==> src/rtl/cpu_pkg.sv <==
// cpu_pkg: shared sequencer state encoding, opcode constants and instruction field positions.
package cpu_pkg;

    localparam int PC_W       = 6;
    localparam int CNT_W      = 16;
    localparam int OPCODE_MSB = 31;
    localparam int OPCODE_LSB = 28;
    localparam int TARGET_MSB = 5;
    localparam int TARGET_LSB = 0;

    localparam logic [3:0] HALT_OP_DEF = 4'hF;
    localparam logic [3:0] BEQZ_OP_DEF = 4'hE;

    typedef enum logic [2:0] {
        IDLE   = 3'd0,
        FETCH  = 3'd1,
        DECODE = 3'd2,
        EXEC   = 3'd3,
        WB     = 3'd4,
        HALT   = 3'd5
    } state_t;

    function automatic logic [CNT_W-1:0] sat_inc(input logic [CNT_W-1:0] v);
        return &v ? v : v + 1'b1;
    endfunction

endpackage

==> src/rtl/cpu_pc_unit.sv <==
// cpu_pc_unit: program counter register with reset-load, increment and even-aligned branch.
module cpu_pc_unit
    import cpu_pkg::*;
#(
    parameter logic [PC_W-1:0] PC_RESET = 6'd0,
    parameter logic [PC_W-1:0] PC_STEP  = 6'd2
) (
    input  logic            clk,
    input  logic            reset,
    input  logic            load,
    input  logic            adv,
    input  logic            take_branch,
    input  logic [PC_W-1:0] target,
    output logic [PC_W-1:0] pc
);

    logic [PC_W-1:0] pc_nxt;

    // branch targets are forced even; the increment wraps naturally at 6 bits
    always_comb begin
        pc_nxt = load ? PC_RESET :
                 adv  ? (take_branch ? (target & ~6'd1) : pc + PC_STEP) :
                 pc;
    end

    always_ff @(posedge clk or negedge reset) begin
        if (!reset) pc <= PC_RESET;
        else        pc <= pc_nxt;
    end

endmodule

==> src/rtl/cpu_sequencer.sv <==
// cpu_sequencer: fetch/decode/exec/writeback sequencer with stall, halt and BEQZ branching.
module cpu_sequencer
    import cpu_pkg::*;
#(
    parameter logic [PC_W-1:0] PC_RESET = 6'd0,
    parameter logic [PC_W-1:0] PC_STEP  = 6'd2,
    parameter logic [3:0]      HALT_OP  = HALT_OP_DEF,
    parameter logic [3:0]      BEQZ_OP  = BEQZ_OP_DEF
) (
    input  logic             clk,
    input  logic             reset,
    input  logic             start,
    input  logic             stall,
    input  logic [3:0]       opcode,
    input  logic [PC_W-1:0]  branch_target,
    input  logic             zero,
    output logic [PC_W-1:0]  pc,
    output logic             fetch_en,
    output logic             decode_en,
    output logic             exec_en,
    output logic             wb_en,
    output logic             busy,
    output logic             halted,
    output logic [CNT_W-1:0] instr_count
);

    state_t     state, state_nxt;
    logic [3:0] op_q;
    logic       zero_q;
    logic       load;

    always_ff @(posedge clk or negedge reset) begin
        if (!reset) state <= IDLE;
        else        state <= state_nxt;
    end

    always_comb begin
        state_nxt = state;
        unique case (state)
            IDLE, HALT: if (start)  state_nxt = FETCH;
            FETCH:      if (!stall) state_nxt = DECODE;
            DECODE:     if (!stall) state_nxt = (opcode == HALT_OP) ? HALT : EXEC;
            EXEC:       if (!stall) state_nxt = WB;
            WB:         if (!stall) state_nxt = FETCH;
            default:    state_nxt = IDLE;
        endcase
        fetch_en  = (state == FETCH)  && !stall;
        decode_en = (state == DECODE) && !stall;
        exec_en   = (state == EXEC)   && !stall;
        wb_en     = (state == WB)     && !stall;
        busy      = state inside {FETCH, DECODE, EXEC, WB};
        halted    = state == HALT;
        load      = (state == IDLE || state == HALT) && start;
    end

    always_ff @(posedge clk or negedge reset) begin
        if (!reset) begin
            op_q        <= '0;
            zero_q      <= 1'b0;
            instr_count <= '0;
        end else begin
            if (decode_en) op_q <= opcode;
            if (exec_en)   zero_q <= zero;
            instr_count <= load ? '0 : wb_en ? sat_inc(instr_count) : instr_count;
        end
    end

    cpu_pc_unit #(
        .PC_RESET(PC_RESET),
        .PC_STEP (PC_STEP)
    ) u_pc (
        .clk        (clk),
        .reset      (reset),
        .load       (load),
        .adv        (wb_en),
        .take_branch(op_q == BEQZ_OP && zero_q),
        .target     (branch_target),
        .pc         (pc)
    );

endmodule

==> config.mk <==
export PLATFORM = sky130hd
export DESIGN_NAME = cpu_sequencer
export DESIGN_NICKNAME = d
export VERILOG_FILES = /design/src/rtl/cpu_pkg.sv /design/src/rtl/cpu_pc_unit.sv /design/src/rtl/cpu_sequencer.sv
export SDC_FILE = /design/constraint.sdc
export NUM_CORES = 1
export LEC_CHECK = 0
export CAP_MARGIN = 0
export CORE_ASPECT_RATIO = 0.75
export CORE_MARGIN = 2
export CORE_UTILIZATION = 52
export DETAILED_ROUTE_END_ITERATION = 16
export PLACE_DENSITY = 0.8
export SYNTH_ARGS = -nofsm -noshare
export SYNTH_HDL_FRONTEND = slang
export SYNTH_SLANG_ARGS = --single-unit
==> constraint.sdc <==
create_clock -name clk -period 4.6 [get_ports clk]
set_input_delay 0.46 -clock clk [delete_from_list [all_inputs] [get_ports clk]]
set_output_delay 0.46 -clock clk [all_outputs]
set_load 0.02 [all_outputs]
==> metrics.csv <==
stage;metric;value;unit
routing;final_antenna_net_count;0;
critical_path;worstPathArrival;2170;ps
clock_tree;post-cts-setup-buffers;0;
placement;io_buffers;40;
synth;synth.net_count;191;
clock_tree;cts_hold_buf;0;
synth;seq_area_frac_synth;0.428;
critical_path;cp_common_cell;sky130_fd_sc_hd__clkdlybuf4s50_1;
synth;post_synth_and_or_nand_nor_area_fraction;0.247;
synth;netlist_top_cells_area;sky130_fd_sc_hd__dfrtp_1 (43%), sky130_fd_sc_hd__mux2_2 (3.3%), sky130_fd_sc_hd__a21oi_1 (3.0%);
routing;detailroute.via_count;1522;
placement;place_congestion;0.820;
routing;drtIter0Drc;94;
die;dieHeight;53.4;um
clock_tree;cts-htree-levels;2;
routing;detail_route.wirelength;3.84;mm
synth;synth.ff_latch_count;29;
critical_path;crit_slowest_cell;sky130_fd_sc_hd__clkdlybuf4s50_1;
hold_path;hold_path.class;register to register;
synth;syn_inst;174;
critical_path;setup.worst_path.class;input port to output port;
synth;synthArstFlopShare;1.00;
synth;synthDominantCellAreaShare;0.428;
routing;drcViolationCount;0;
job;maxCapViolCount;0;
run_status;result_of_the_run;finished, final reports clean;
grt;antenna_violations_before_repair;0;
clock_tree;cts-root-to-sink-buffers;2;
timing;finalClockSkew;2.90;ps
clock_tree;tritoncts;built;
critical_path;worstSetupStartpointType;input port;
critical_path;critPathCaptureType;output port;
power_and_ir_drop;cellLeakagePower;0.916;nW
grt;grt_busiest_layer;met2;
grt;grt.met1_usage;0.301;
timing;holdWs;506;ps
grt;grt_use_met3;0.0552;
timing;min_period_over_period;0.571;
synth;post_synth_xor_xnor_area;0.0155;
clock_tree;cts.reportedPaths.clkPinSlew;60;ps
routing;avgViaCountPerCell;6.06;
final_layout;layout_cells_sized_above_1;0.0986;
grt;track_usage;0.228;
critical_path;worstPathCellList;clkdlybuf4s50_1 > nand3b_4 > inv_2 > clkdlybuf4s50_1;
grt;globalRoute.totalOverflow;0;
timing;min_period;2630;ps
synth;post_synth_fa_ha_maj_area_fraction;0.0207;
grt;grt_start_max_net_pins;30;
timing;maxSlewViolCount;0;
clock_tree;number_of_gates_given_a_new_drive_strength_after_cts;0;
die;initial_utilization;0.561;
synth;synth_cell_types;48;
die;die_area;3740;um2
timing;rel_slew_slack;0.467;
routing;dr.pass1.iters;4;
power_and_ir_drop;pwr_density_cell;399;nW/um2
synth;avgSynthCellArea;9.74;um2
grt;wire_length_of_the_first_global_routing_pass;6.55;mm
synth;synth-compound-area-share;0.165;
critical_path;crit_required;4140;ps
synth;yosys_warnings;0;
grt;groute.layer.met2.usage;0.367;
die;die_w;69.9;um
timing;max_freq;380;MHz
synth;yosysTopAreaCell;sky130_fd_sc_hd__dfrtp_1;
timing;fin_tns_setup;0;ps
clock_tree;root_buffer;sky130_fd_sc_hd__clkbuf_8;
timing;hold_violations;0;
die;core_region_area;3020;um2
grt;grt_pass1_vias;1421;
synth;syn-cell-area;1690;um2
clock_tree;clock_insertion_delay_worst_skew;280;ps
clock_tree;cts_buf_count;5;
final_layout;antenna_cells;0;
final_layout;nets;230;
synth;muxShareOfSynthArea;0.0628;
final_layout;synthToLayoutAreaGrowth;28.5;%
clock_tree;cts.sinks;29;
timing;finalSetupViolations;0;
critical_path;cpPeakStageDelay;640;ps
timing;grt_setup_unrepaired;no;
synth;ys_dominant_reg_cell;sky130_fd_sc_hd__dfrtp_1;
die;num_io_pins;43;
power_and_ir_drop;ir_drop;0.276;mV
placement;detailed_place_hpwl;2.72;mm
timing;tightest_slew;797;ps
synth;synth_edf_count;0;
routing;detail_route.wl_per_cell;15.3;um
die;floorplan.rows;17;
synth;combinational_family_with_the_most_area_after_synthesis;simple AND/OR/NAND/NOR gates;
critical_path;cp_max_fo;15;
report_power, final:
| group | internal [W] | switching (W) | total (W) |
|---|---|---|---|
| logic | 0.000141 | 0.000157 | 0.000298 |
| registers | 0.000299 | 0.0000623 | 0.000361 |
| clock network | 0.000118 | 0.0000907 | 0.000209 |
| total | 0.000559 | 0.000310 | 0.000868 |
Yosys cell counts, types with 5 or more instances:
master,count
sky130_fd_sc_hd__inv_1,10
sky130_fd_sc_hd__dfrtp_1,29
sky130_fd_sc_hd__nand2_1,13
sky130_fd_sc_hd__mux2i_1,5
sky130_fd_sc_hd__nor2_1,7
sky130_fd_sc_hd__o31ai_1,5
sky130_fd_sc_hd__o21ai_0,5
sky130_fd_sc_hd__a21oi_1,10
sky130_fd_sc_hd__nor3_1,6
sky130_fd_sc_hd__nand3_1,8
sky130_fd_sc_hd__mux2_2,5
worst paths after layout:
check | depth (start not counted) | slack [ps] | to | startpoint
worst min-delay path | 1 | 510 | op_q[1] | op_q[1]
min in group asynchronous | 2 | 570 | u_pc.pc[4] | reset
worst min register to register | 1 | 510 | op_q[1] | op_q[1]
max in group asynchronous | 2 | 3760 | op_q[3] | reset
worst max register to register | 6 | 2340 | instr_count[9] | state[0]
worst max-delay path | 4 | 1970 | wb_en | stall
metrics by stage:
| step | total power, W | util | instance area (um2) | instances | setup WS (ps) |
|---|---|---|---|---|---|
| finish | 0.000868 | 0.721 | 2180 | 251 | 1970 |
| global route | 0.000918 | 0.721 | 2180 | 251 | 1900 |
| CTS | 0.000875 | 0.721 | 2180 | 251 | 1980 |
| detailed placement | 0.000664 | 0.692 | 2090 | 244 | 1960 |
| global placement | 0.000651 | 0.692 | 2090 | 244 | 2010 |
| floorplan | 0.000567 | - | 1690 | 174 | 2860 |
worst max-delay path: cells and delay by family:
kind	cells	cell delay [ps]
AND/OR/NAND/NOR	1	300
buffers and inverters	3	1400
state kept, by name (all words and copies together) (netlist names):
name,count
instr_count,16
op_q,4
state,3
u_pc.pc,5
zero_q,1
placed cells by master (no fill, tap or decap), types with 5 or more instances in the layout:
cell type                         instances
sky130_fd_sc_hd__clkbuf_8                 6
sky130_fd_sc_hd__mux2_2                   5
sky130_fd_sc_hd__mux2i_1                  5
sky130_fd_sc_hd__inv_1                   10
sky130_fd_sc_hd__nand2_1                 13
sky130_fd_sc_hd__dfrtp_1                 29
sky130_fd_sc_hd__o31ai_1                  5
sky130_fd_sc_hd__a21oi_1                 10
sky130_fd_sc_hd__nor3_1                   6
sky130_fd_sc_hd__o21ai_0                  5
sky130_fd_sc_hd__nand3_1                  8
sky130_fd_sc_hd__clkdlybuf4s50_1         40
sky130_fd_sc_hd__nor2_1                   7
layout make-up:
| class | instances | area [um2] |
|---|---|---|
| Multi-Input combinational cell | 125 | 868 |
| Fill cell | 225 | 843 |
| Sequential cell | 29 | 726 |
| Timing Repair Buffer | 41 | 408 |
| Clock buffer | 7 | 86.3 |
| Tap cell | 38 | 47.5 |
| Inverter | 11 | 41.3 |
logic make-up after synthesis:
family | count (synthesis)
xor gates and xnor gates | 3
buffers and inverters | 20
DFF | 29
and+or+nand+nor | 67
adders and majority gates | 3
other | 1
muxes | 10
AOI/OAI and AO/OA | 41
routing by layer:
metal / routed length [um] / vias to the layer above
met5: 0 / -
met4: 61 / 0
met3: 242 / 9
met2: 1760 / 48
met1: 1780 / 738
li1: - / 727
(Power assumes the default switching activity.)
